`src/rtl/multi_divid_recover_seq.sv`:
```
// -----------------------------------------------------------------------------
// multi_divid_recover_seq
//
// Operand-recovery engine that sits behind the combinational multiply/divide
// unit. Given that unit's result pair (m, r), the second operand b and the mode
// select, it iteratively rebuilds the original operand a:
//   signal != 0 : {m,r} was a*b      -> a = {m,r} / b  (restoring division,
//                                       2n iterations, truncation toward zero)
//   signal == 0 : m,r were a/b, a%b  -> a = m*b + r    (shift-add multiply,
//                                       n iterations)
// Latency from the accepted start edge to the done pulse is K+1 cycles
// (K = 2n or n) regardless of operand values, including b == 0.
//
// Ports
//   clk      in   rising-edge clock
//   rst_n    in   synchronous active-low reset
//   start    in   request, sampled only while idle
//   signal   in   [1:0] mode select (nonzero = undo multiply)
//   m, r, b  in   [n-1:0] signed operands
//   busy     out  high while an operation is in flight
//   done     out  one-cycle pulse when the result outputs update
//   a_out    out  [n-1:0] recovered operand
//   error    out  b was zero
//   overflow out  recovered value does not fit n signed bits
//   inexact  out  (m, r) pair is not consistent with any a
// -----------------------------------------------------------------------------
module multi_divid_recover_seq #(
   parameter int n = 5
) (
   input  logic         clk,
   input  logic         rst_n,
   input  logic         start,
   input  logic [1:0]   signal,
   input  logic [n-1:0] m,
   input  logic [n-1:0] r,
   input  logic [n-1:0] b,
   output logic         busy,
   output logic         done,
   output logic [n-1:0] a_out,
   output logic         error,
   output logic         overflow,
   output logic         inexact
);

   localparam int CW = $clog2(2*n+1);
   localparam logic [CW-1:0] CNT_ONE = CW'(1);
   localparam logic [CW-1:0] CNT_MUL = CW'(2*n);
   localparam logic [CW-1:0] CNT_DIV = CW'(n);

   typedef enum logic [1:0] {
      S_IDLE = 2'd0,
      S_RUN  = 2'd1,
      S_FIN  = 2'd2
   } state_t;

   // Magnitude of an n-bit signed value; -2^(n-1) maps to 2^(n-1) unsigned.
   function automatic logic [n-1:0] mag_n(input logic [n-1:0] x);
      return x[n-1] ? (~x + {{(n-1){1'b0}}, 1'b1}) : x;
   endfunction

   // Magnitude of a 2n-bit signed value.
   function automatic logic [2*n-1:0] mag_2n(input logic [2*n-1:0] x);
      return x[2*n-1] ? (~x + {{(2*n-1){1'b0}}, 1'b1}) : x;
   endfunction

   // Apply a sign to a 2n-bit magnitude, producing a 2n+1-bit signed value.
   function automatic logic [2*n:0] apply_sign(input logic neg, input logic [2*n-1:0] mag);
      logic [2*n:0] v;
      v = {1'b0, mag};
      return neg ? (~v + {{(2*n){1'b0}}, 1'b1}) : v;
   endfunction

   // A 2n+1-bit signed value fits n bits when bits [2n:n-1] are all equal.
   function automatic logic fits_n(input logic [2*n:0] x);
      logic [n+1:0] top;
      top = x[2*n:n-1];
      return (&top) | ~(|top);
   endfunction

   state_t          state_q, state_d;
   logic            mode_q, mode_d;        // 1 = undo multiply (division)
   logic            neg_q, neg_d;          // sign of quotient / product
   logic            bzero_q, bzero_d;
   logic [n-1:0]    bmag_q, bmag_d;
   logic [n-1:0]    r_q, r_d;              // remainder kept for divide undo
   logic [2*n-1:0]  shf_q, shf_d;          // dividend in / quotient out, or multiplier
   logic [n:0]      rem_q, rem_d;          // partial remainder
   logic [2*n-1:0]  acc_q, acc_d;          // product accumulator
   logic [CW-1:0]   cnt_q, cnt_d;
   logic            busy_q, busy_d;
   logic            done_q, done_d;
   logic [n-1:0]    a_q, a_d;
   logic            err_q, err_d;
   logic            ovf_q, ovf_d;
   logic            inx_q, inx_d;

   logic [n:0]      trial_s;
   logic [2*n:0]    quo_s;
   logic [2*n:0]    sum_s;
   logic [n-1:0]    rmag_s;

   // Datapath helpers shared by the RUN and FIN steps.
   always_comb begin
      trial_s = {rem_q[n-1:0], shf_q[2*n-1]};
      quo_s   = apply_sign(neg_q, shf_q);
      sum_s   = apply_sign(neg_q, acc_q) + {{(n+1){r_q[n-1]}}, r_q};
      rmag_s  = mag_n(r_q);
   end

   // Next-state and output logic for IDLE -> RUN -> FIN.
   always_comb begin
      state_d = state_q;
      mode_d  = mode_q;
      neg_d   = neg_q;
      bzero_d = bzero_q;
      bmag_d  = bmag_q;
      r_d     = r_q;
      shf_d   = shf_q;
      rem_d   = rem_q;
      acc_d   = acc_q;
      cnt_d   = cnt_q;
      busy_d  = busy_q;
      done_d  = 1'b0;
      a_d     = a_q;
      err_d   = err_q;
      ovf_d   = ovf_q;
      inx_d   = inx_q;

      case (state_q)
         S_IDLE: begin
            if (start) begin
               mode_d  = |signal;
               neg_d   = m[n-1] ^ b[n-1];
               bzero_d = (b == {n{1'b0}});
               bmag_d  = mag_n(b);
               r_d     = r;
               rem_d   = {(n+1){1'b0}};
               acc_d   = {(2*n){1'b0}};
               busy_d  = 1'b1;
               state_d = S_RUN;
               if (|signal) begin
                  shf_d = mag_2n({m, r});
                  cnt_d = CNT_MUL;
               end else begin
                  // Multiplier |m| sits in the top half so it is consumed MSB first.
                  shf_d = {mag_n(m), {n{1'b0}}};
                  cnt_d = CNT_DIV;
               end
            end else begin
               state_d = S_IDLE;
            end
         end

         S_RUN: begin
            if (mode_q) begin
               // Restoring step: quotient bit enters at the LSB as dividend bits leave the MSB.
               if (trial_s >= {1'b0, bmag_q}) begin
                  rem_d = trial_s - {1'b0, bmag_q};
                  shf_d = {shf_q[2*n-2:0], 1'b1};
               end else begin
                  rem_d = trial_s;
                  shf_d = {shf_q[2*n-2:0], 1'b0};
               end
            end else begin
               // MSB-first shift-add: acc = 2*acc + bit*|b|.
               if (shf_q[2*n-1]) begin
                  acc_d = {acc_q[2*n-2:0], 1'b0} + {{n{1'b0}}, bmag_q};
               end else begin
                  acc_d = {acc_q[2*n-2:0], 1'b0};
               end
               shf_d = {shf_q[2*n-2:0], 1'b0};
            end
            cnt_d = cnt_q - CNT_ONE;
            if (cnt_q == CNT_ONE) begin
               state_d = S_FIN;
            end else begin
               state_d = S_RUN;
            end
         end

         S_FIN: begin
            busy_d  = 1'b0;
            done_d  = 1'b1;
            state_d = S_IDLE;
            if (bzero_q) begin
               a_d   = {n{1'b0}};
               err_d = 1'b1;
               ovf_d = 1'b0;
               inx_d = 1'b0;
            end else if (mode_q) begin
               a_d   = quo_s[n-1:0];
               err_d = 1'b0;
               ovf_d = ~fits_n(quo_s);
               inx_d = (rem_q != {(n+1){1'b0}});
            end else begin
               a_d   = sum_s[n-1:0];
               err_d = 1'b0;
               ovf_d = ~fits_n(sum_s);
               // Truncated division: remainder magnitude below |b|, sign follows the dividend.
               inx_d = (rmag_s >= bmag_q) |
                       ((r_q != {n{1'b0}}) & (r_q[n-1] != sum_s[2*n]));
            end
         end

         default: begin
            state_d = S_IDLE;
            busy_d  = 1'b0;
         end
      endcase
   end

   // State and datapath registers with synchronous active-low reset.
   always_ff @(posedge clk) begin
      if (!rst_n) begin
         state_q <= S_IDLE;
         mode_q  <= 1'b0;
         neg_q   <= 1'b0;
         bzero_q <= 1'b0;
         bmag_q  <= {n{1'b0}};
         r_q     <= {n{1'b0}};
         shf_q   <= {(2*n){1'b0}};
         rem_q   <= {(n+1){1'b0}};
         acc_q   <= {(2*n){1'b0}};
         cnt_q   <= {CW{1'b0}};
         busy_q  <= 1'b0;
         done_q  <= 1'b0;
         a_q     <= {n{1'b0}};
         err_q   <= 1'b0;
         ovf_q   <= 1'b0;
         inx_q   <= 1'b0;
      end else begin
         state_q <= state_d;
         mode_q  <= mode_d;
         neg_q   <= neg_d;
         bzero_q <= bzero_d;
         bmag_q  <= bmag_d;
         r_q     <= r_d;
         shf_q   <= shf_d;
         rem_q   <= rem_d;
         acc_q   <= acc_d;
         cnt_q   <= cnt_d;
         busy_q  <= busy_d;
         done_q  <= done_d;
         a_q     <= a_d;
         err_q   <= err_d;
         ovf_q   <= ovf_d;
         inx_q   <= inx_d;
      end
   end

   assign busy     = busy_q;
   assign done     = done_q;
   assign a_out    = a_q;
   assign error    = err_q;
   assign overflow = ovf_q;
   assign inexact  = inx_q;

endmodule
```
`config.mk`:
```
export PLATFORM = sky130hd
export DESIGN_NAME = multi_divid_recover_seq
export DESIGN_NICKNAME = d
export VERILOG_FILES = /design/src/rtl/multi_divid_recover_seq.sv
export SDC_FILE = /design/constraint.sdc
export NUM_CORES = 1
export LEC_CHECK = 0
export ABC_AREA = 1
export CAP_MARGIN = 30
export CORE_AREA = 3 3 76 114
export DETAILED_ROUTE_END_ITERATION = 7
export DIE_AREA = 0 0 79 117
export HOLD_SLACK_MARGIN = 0.02
export PLACE_DENSITY = 0.72
export SETUP_SLACK_MARGIN = 0.5
export SYNTH_ARGS = -nofsm -noshare
export SYNTH_HDL_FRONTEND = slang
export SYNTH_SLANG_ARGS = --single-unit
```
`constraint.sdc`:
```
create_clock -name clk -period 3.7 [get_ports clk]
set_clock_uncertainty 0.1 [all_clocks]
set_input_delay 1.11 -clock clk [delete_from_list [all_inputs] [get_ports clk]]
set_output_delay 1.11 -clock clk [all_outputs]
set_load 0.02 [all_outputs]
```
# Word level (Yosys, flattened, before mapping)
# Cells that the tools add are included.
dict set report totals {
  input_bits 20
  ff_bits 55
  elab_cells 101
  out_inout_bits 10
}
dict set report classes {
  n_bitwise 16
  reduce_logical 15
  n_addsub 10
  muxes 35
  magnitude_cmp 2
  eq_ne 7
}
# op count
set op_table {}
lappend op_table {{two-way mux 10 bit} 6}
lappend op_table {{case mux 10 bit (2 select lines)} 2}
lappend op_table {{two-way mux 5 bit} 5}
lappend op_table {{adder 11 x 1 -> 11 bit, second input constant} 2}
lappend op_table {{two-way mux 11 bit} 2}
lappend op_table {{inverter 10 -> 11 bit} 2}
lappend op_table {{two-way mux 6 bit} 3}
lappend op_table {{adder 5 x 1 -> 5 bit, second input constant} 3}
lappend op_table {{inverter 5 bit} 3}
lappend op_table {{AND reduction 7 bit} 2}
lappend op_table {{OR reduction 7 bit} 2}
lappend op_table {{case mux 6 bit (2 select lines)} 1}
lappend op_table {{adder 11 bit} 1}
lappend op_table {{adder 10 x 1 -> 10 bit, second input constant} 1}
lappend op_table {{adder 10 x 5 -> 10 bit} 1}
lappend op_table {{two-way mux 1 bit} 10}
lappend op_table {{inverter 10 bit} 1}
lappend op_table {{two-way mux 4 bit} 2}
lappend op_table {{case mux 4 bit (2 select lines)} 1}
lappend op_table {{greater-or-equal comparator 6 x 5 -> 1 bit} 1}
lappend op_table {{!= test 2 bit, second input constant} 3}
lappend op_table {{AND reduction 2 bit} 3}
lappend op_table {{AND reduction 3 bit} 2}
lappend op_table {{nonzero test 6 bit} 1}
lappend op_table {{other kinds (19)} 25}

# Logic depth before layout (Yosys ltp)
dict set report depth {
  depth_word 10
  mapped_depth 21
  mapped_depth_nobuf 21
}

# Worst setup path before layout
# No wires, ideal clock.
dict set report synth_path {
  path_type {reg2reg}
  from {register acc_q[1]}
  to {register ovf_q, in the netlist overflow}
  stages_incl_launch_ff 21
  path_buffers 0
  arrival_time_ns 2.341
  t_required_ns 3.468
  setup_time_ns 0.132
  slack_ns 1.127
  synth_period_minus_slack_ns 2.573
  path_cell_list {dfxtp_1 nor3_1 nand2_1 nor2_1 inv_1 nor3_1 nor2_1 xor2_1 ha_1 nand2_1 inv_1 a21oi_1 nand3_1 nand2_1 nand2_1 nor2_1 nand2_1 nand2_1 nand3_1 nand2_1 a21oi_2}
}
dict set report synth_via {
  elab_chain_len 10
  word_cells_on_any_way 11
  cone_classes {2 x add/sub; 3 x mux; 4 x bitwise; 2 x reduce/logical}
}
# element line
set synth_lines {}
lappend synth_lines {{start: declaration} 88} ;# logic [2*n-1:0] acc_q, acc_d;
lappend synth_lines {{start signal: assignment} 223} ;# acc_q <= {(2*n){1'b0}};
lappend synth_lines {{inverter 10 -> 11 bit} 70} ;# return neg ? (~v + {{(2*n){1'b0}}, 1'b1}) : v;
lappend synth_lines {{adder 11 x 1 -> 11 bit} 70}
lappend synth_lines {{two-way mux 11 bit (*)} 70}
lappend synth_lines {{adder 11 bit (*)} 106} ;# sum_s = apply_sign(neg_q, acc_q) + {{(n+1){r_q[n-1]}}, r_q};
lappend synth_lines {{OR reduction 7 bit} 77} ;# return (&top) | ~(|top);
lappend synth_lines {{inverter 1 bit} 77}
lappend synth_lines {{OR 1 bit (*)} 77}
lappend synth_lines {{inverter 1 bit (*)} 198} ;# ovf_d = ~fits_n(sum_s);
lappend synth_lines {{two-way mux 1 bit (*)} 190} ;# end else if (mode_q) begin
lappend synth_lines {{two-way mux 1 bit (*)} 185} ;# if (bzero_q) begin
lappend synth_lines {{end signal: assignment} 246} ;# ovf_q <= ovf_d;
lappend synth_lines {{end: declaration} 94} ;# logic ovf_q, ovf_d;
# Every way passes the cells marked *; elsewhere a longest branch is shown, timed or not.
# A chain may end at the register's enable or synchronous reset.

# Worst setup path after layout
dict set report layout_path {
  from {register acc_q[0]}
  to {register ovf_q, in the netlist overflow}
}
# The elaborated chain is that of the path after synthesis.

==> impl_metrics.tcl <==
set metrics [dict create \
    status "complete, no violations" \
    cts_tree "done" \
    critPathArrivalTime_ns 2.95 \
    cts_post_setup_buffers_inserted 0 \
    routed-via-count 4239 \
    final_common_cell "nand2_1" \
    synth-seq-cells 55 \
    final_cell_mix "nand2_1 (170), inv_1 (78), a21oi_1 (60)" \
    fill_cells 775 \
    wl_mm 10.77 \
    crit_type "reg -> reg" \
    drt_drc_violations_left 0 \
    yosys.area.top_type "dfxtp_1" \
    avgSynthCellArea_sq_um 6.561 \
    maxCapViolCount 0 \
    cts_buffers 5 \
    ys_types 37 \
    clkLatencyLatePin_ns 0.30 \
    port_buffers 29 \
    whs_ns 0.3663 \
    clk_pin_slew_ns 0.08 \
    antenna_found_initial 0 \
    drt_first_pass_iters 5 \
    crit_required_ns 3.78 \
    num_rows 39 \
    ir_drop_uv 294.9 \
    netlist_instances 640 \
    hold_viol_final 0 \
    ios 30 \
    synth_area_leaders "dfxtp_1 (26%), nand2_1 (15%), ha_1 (10%)" \
    area_delta_synth_final_pct 13.56 \
    tightest_slew_ns 0.5859 \
    die_w_microns 79 \
    tns_ns 0 \
    multiInputGateArea_sq_um 2735 \
    setup_viol 0 \
    dieHeight_microns 117 \
    dpl.hpwl_mm 8.406 \
    syn-cell-area_sq_um 4199 \
    seq_area_sq_um 1105 \
    htree_levels 2 \
    die-area_sq_um 9243 \
    antenna_left 0 \
    root_buffer "clkbuf_16" \
    core_area_sq_um 7710 \
    post-route-util 0.6185 \
    clock-sinks 55 \
    final.setup.worst_slack_ns 0.8255 \
    path_max_fanout 5 \
    start_kind "register" \
    place.gp.congestion 0.9265 \
    rsz0062_at_grt "no" \
    place_area_sq_um 4583 \
    layout_min_cycle_time_ns 2.875 \
    synth_fp_nets 697 \
    slew-limit-headroom 0.6080 \
    n_antenna_cell 0 \
    grt_max_degree 41 \
    layout-drive-gt1-share 0.06607 \
    ctsHoldBuffers 0 \
    power_per_cell_area_nw_per_um2 393.8 \
    initial_core_util 0.5446 \
    final_nets 722 \
    max_freq_ghz 0.3479 \
    clock_tree.buffer_depth 2 \
    fin_crit_sh 0.7769 \
    detail_route.vias_per_cell 5.520 \
    worst_setup_path_end_kind "register" \
    dp_slack_ns 0.7025 \
    grt_overflow_total 0 \
    wl_per_cell_microns 14.03 \
    yosys.area.top_type_share 0.2622 \
    holdCritPathClass "reg -> reg" \
    leakage_nw 2.209 \
    grt_pass1_wl_mm 18.23 \
    seq_area_frac_synth 0.2622 \
    grt_util_all_layers 0.2467 \
    slew_viol_final 0 \
    synth_warnings 0 \
    grt_pass1_vias 4115 \
    final_cell_area_sq_um 4768 \
    drt_first_iter_violations 253 \
]
==> sequential cells by signal, summed over array words and instances, names as in the netlist, 2 cells and up <==
signal / cells
a_out: 5
r_q: 5
bmag_q: 5
acc_q: 10
state_q: 2
cnt_q: 4
rem_q: 6
shf_q: 10
==> power by group <==
part | leakage [nW] | internal (W) | total [W] | switching (W)
clock network | 0.0844 | 0.000324 | 0.000562 | 0.000238
logic | 1.67 | 0.000233 | 0.000624 | 0.000391
registers | 0.450 | 0.000636 | 0.000692 | 0.0000559
==> cell usage after synthesis (all sizes together) <==
cell type and count:
xnor2 2, o22ai 4, a21o 1, nor2 52
a22oi 7, ha 34, nand2 174, nor4 1
or2 4, clkbuf 11, a211oi 2, nand4 5
o211ai 7, fa 3, o221ai 3, nand3 43
a21oi 64, dfxtp 55, nor3 14, xor2 19
o21a 2, o31ai 4, a21boi 1, a31oi 8
a22o 1, buf 3, inv 84, o21ai 32
==> layer usage <==
layer / vias to the layer above / part of all wire / track usage
li1: 2172 / - / -
met1: 1933 / 0.41 / 0.2715
met2: 111 / 0.52 / 0.4708
met3: 23 / 0.035 / 0.02910
met4: 0 / 0.030 / 0.1067
met5: - / 0 / 0
==> stage by stage <==
stage                     power [W]  instances
final                      0.001878        768
after global routing       0.002008        768
after CTS                  0.001873        768
after detailed placement   0.001318        760
after global placement     0.001302        760
after floorplan            0.001159        640
==> area by class of cell <==
cell class / count / share of cell area
clock inverter: 3 / 0.009971
multi-input combinational: 487 / 0.5736
inverter: 84 / 0.06612
sequential: 55 / 0.2317
timing repair buffer: 32 / 0.06560
tap: 102 / 0.02676
clock buffer: 5 / 0.02624
==> kinds of logic after synthesis <==
family	count (synthesis)	synth area share
adders and majority gates	37	0.1156
AOI/OAI and AO/OA	136	0.1871
buffers and inverters	98	0.08850
DFF	55	0.2622
and+or+nand+nor	293	0.3027
xor gates and xnor gates	21	0.04380
==> critical path, cell delays in order, from the launching register on <==
cell and delay (ns):
dfxtp_2 0.37, nor3_2 0.21, nand2_1 0.07, nor2_1 0.08
inv_1 0.05, nor3_1 0.20, nor2_1 0.09, xor2_1 0.16
ha_1 0.35, nand2_1 0.12, inv_1 0.07, a21oi_2 0.19
nand3_1 0.12, nand2_1 0.07, nand2_1 0.04, nor2_1 0.12
nand2_1 0.08, nand2_1 0.05, nand3_1 0.06, nand2_1 0.09
a21oi_2 0.05
==> what timing repair did <==
action,4_1_cts,5_1_grt
endpoints found under the hold margin,0,0
endpoints found under the setup margin,0,2
resized for setup,0,5
==> path summary, 6_finish.rpt <==
check / cells past startpoint / slack [ns] / endpoint / from
min reg2reg: 2 / 0.37 / a_out[2]$_SDFFE_PN0P_ / a_out[2]$_SDFFE_PN0P_
max reg2reg: 20 / 0.83 / overflow$_SDFFE_PN0P_ / acc_q[0]$_SDFFE_PN0P_
max: 20 / 0.83 / overflow$_SDFFE_PN0P_ / acc_q[0]$_SDFFE_PN0P_
min: 2 / 0.37 / a_out[2]$_SDFFE_PN0P_ / a_out[2]$_SDFFE_PN0P_
Note: power is estimated with default switching activity, not from simulation.
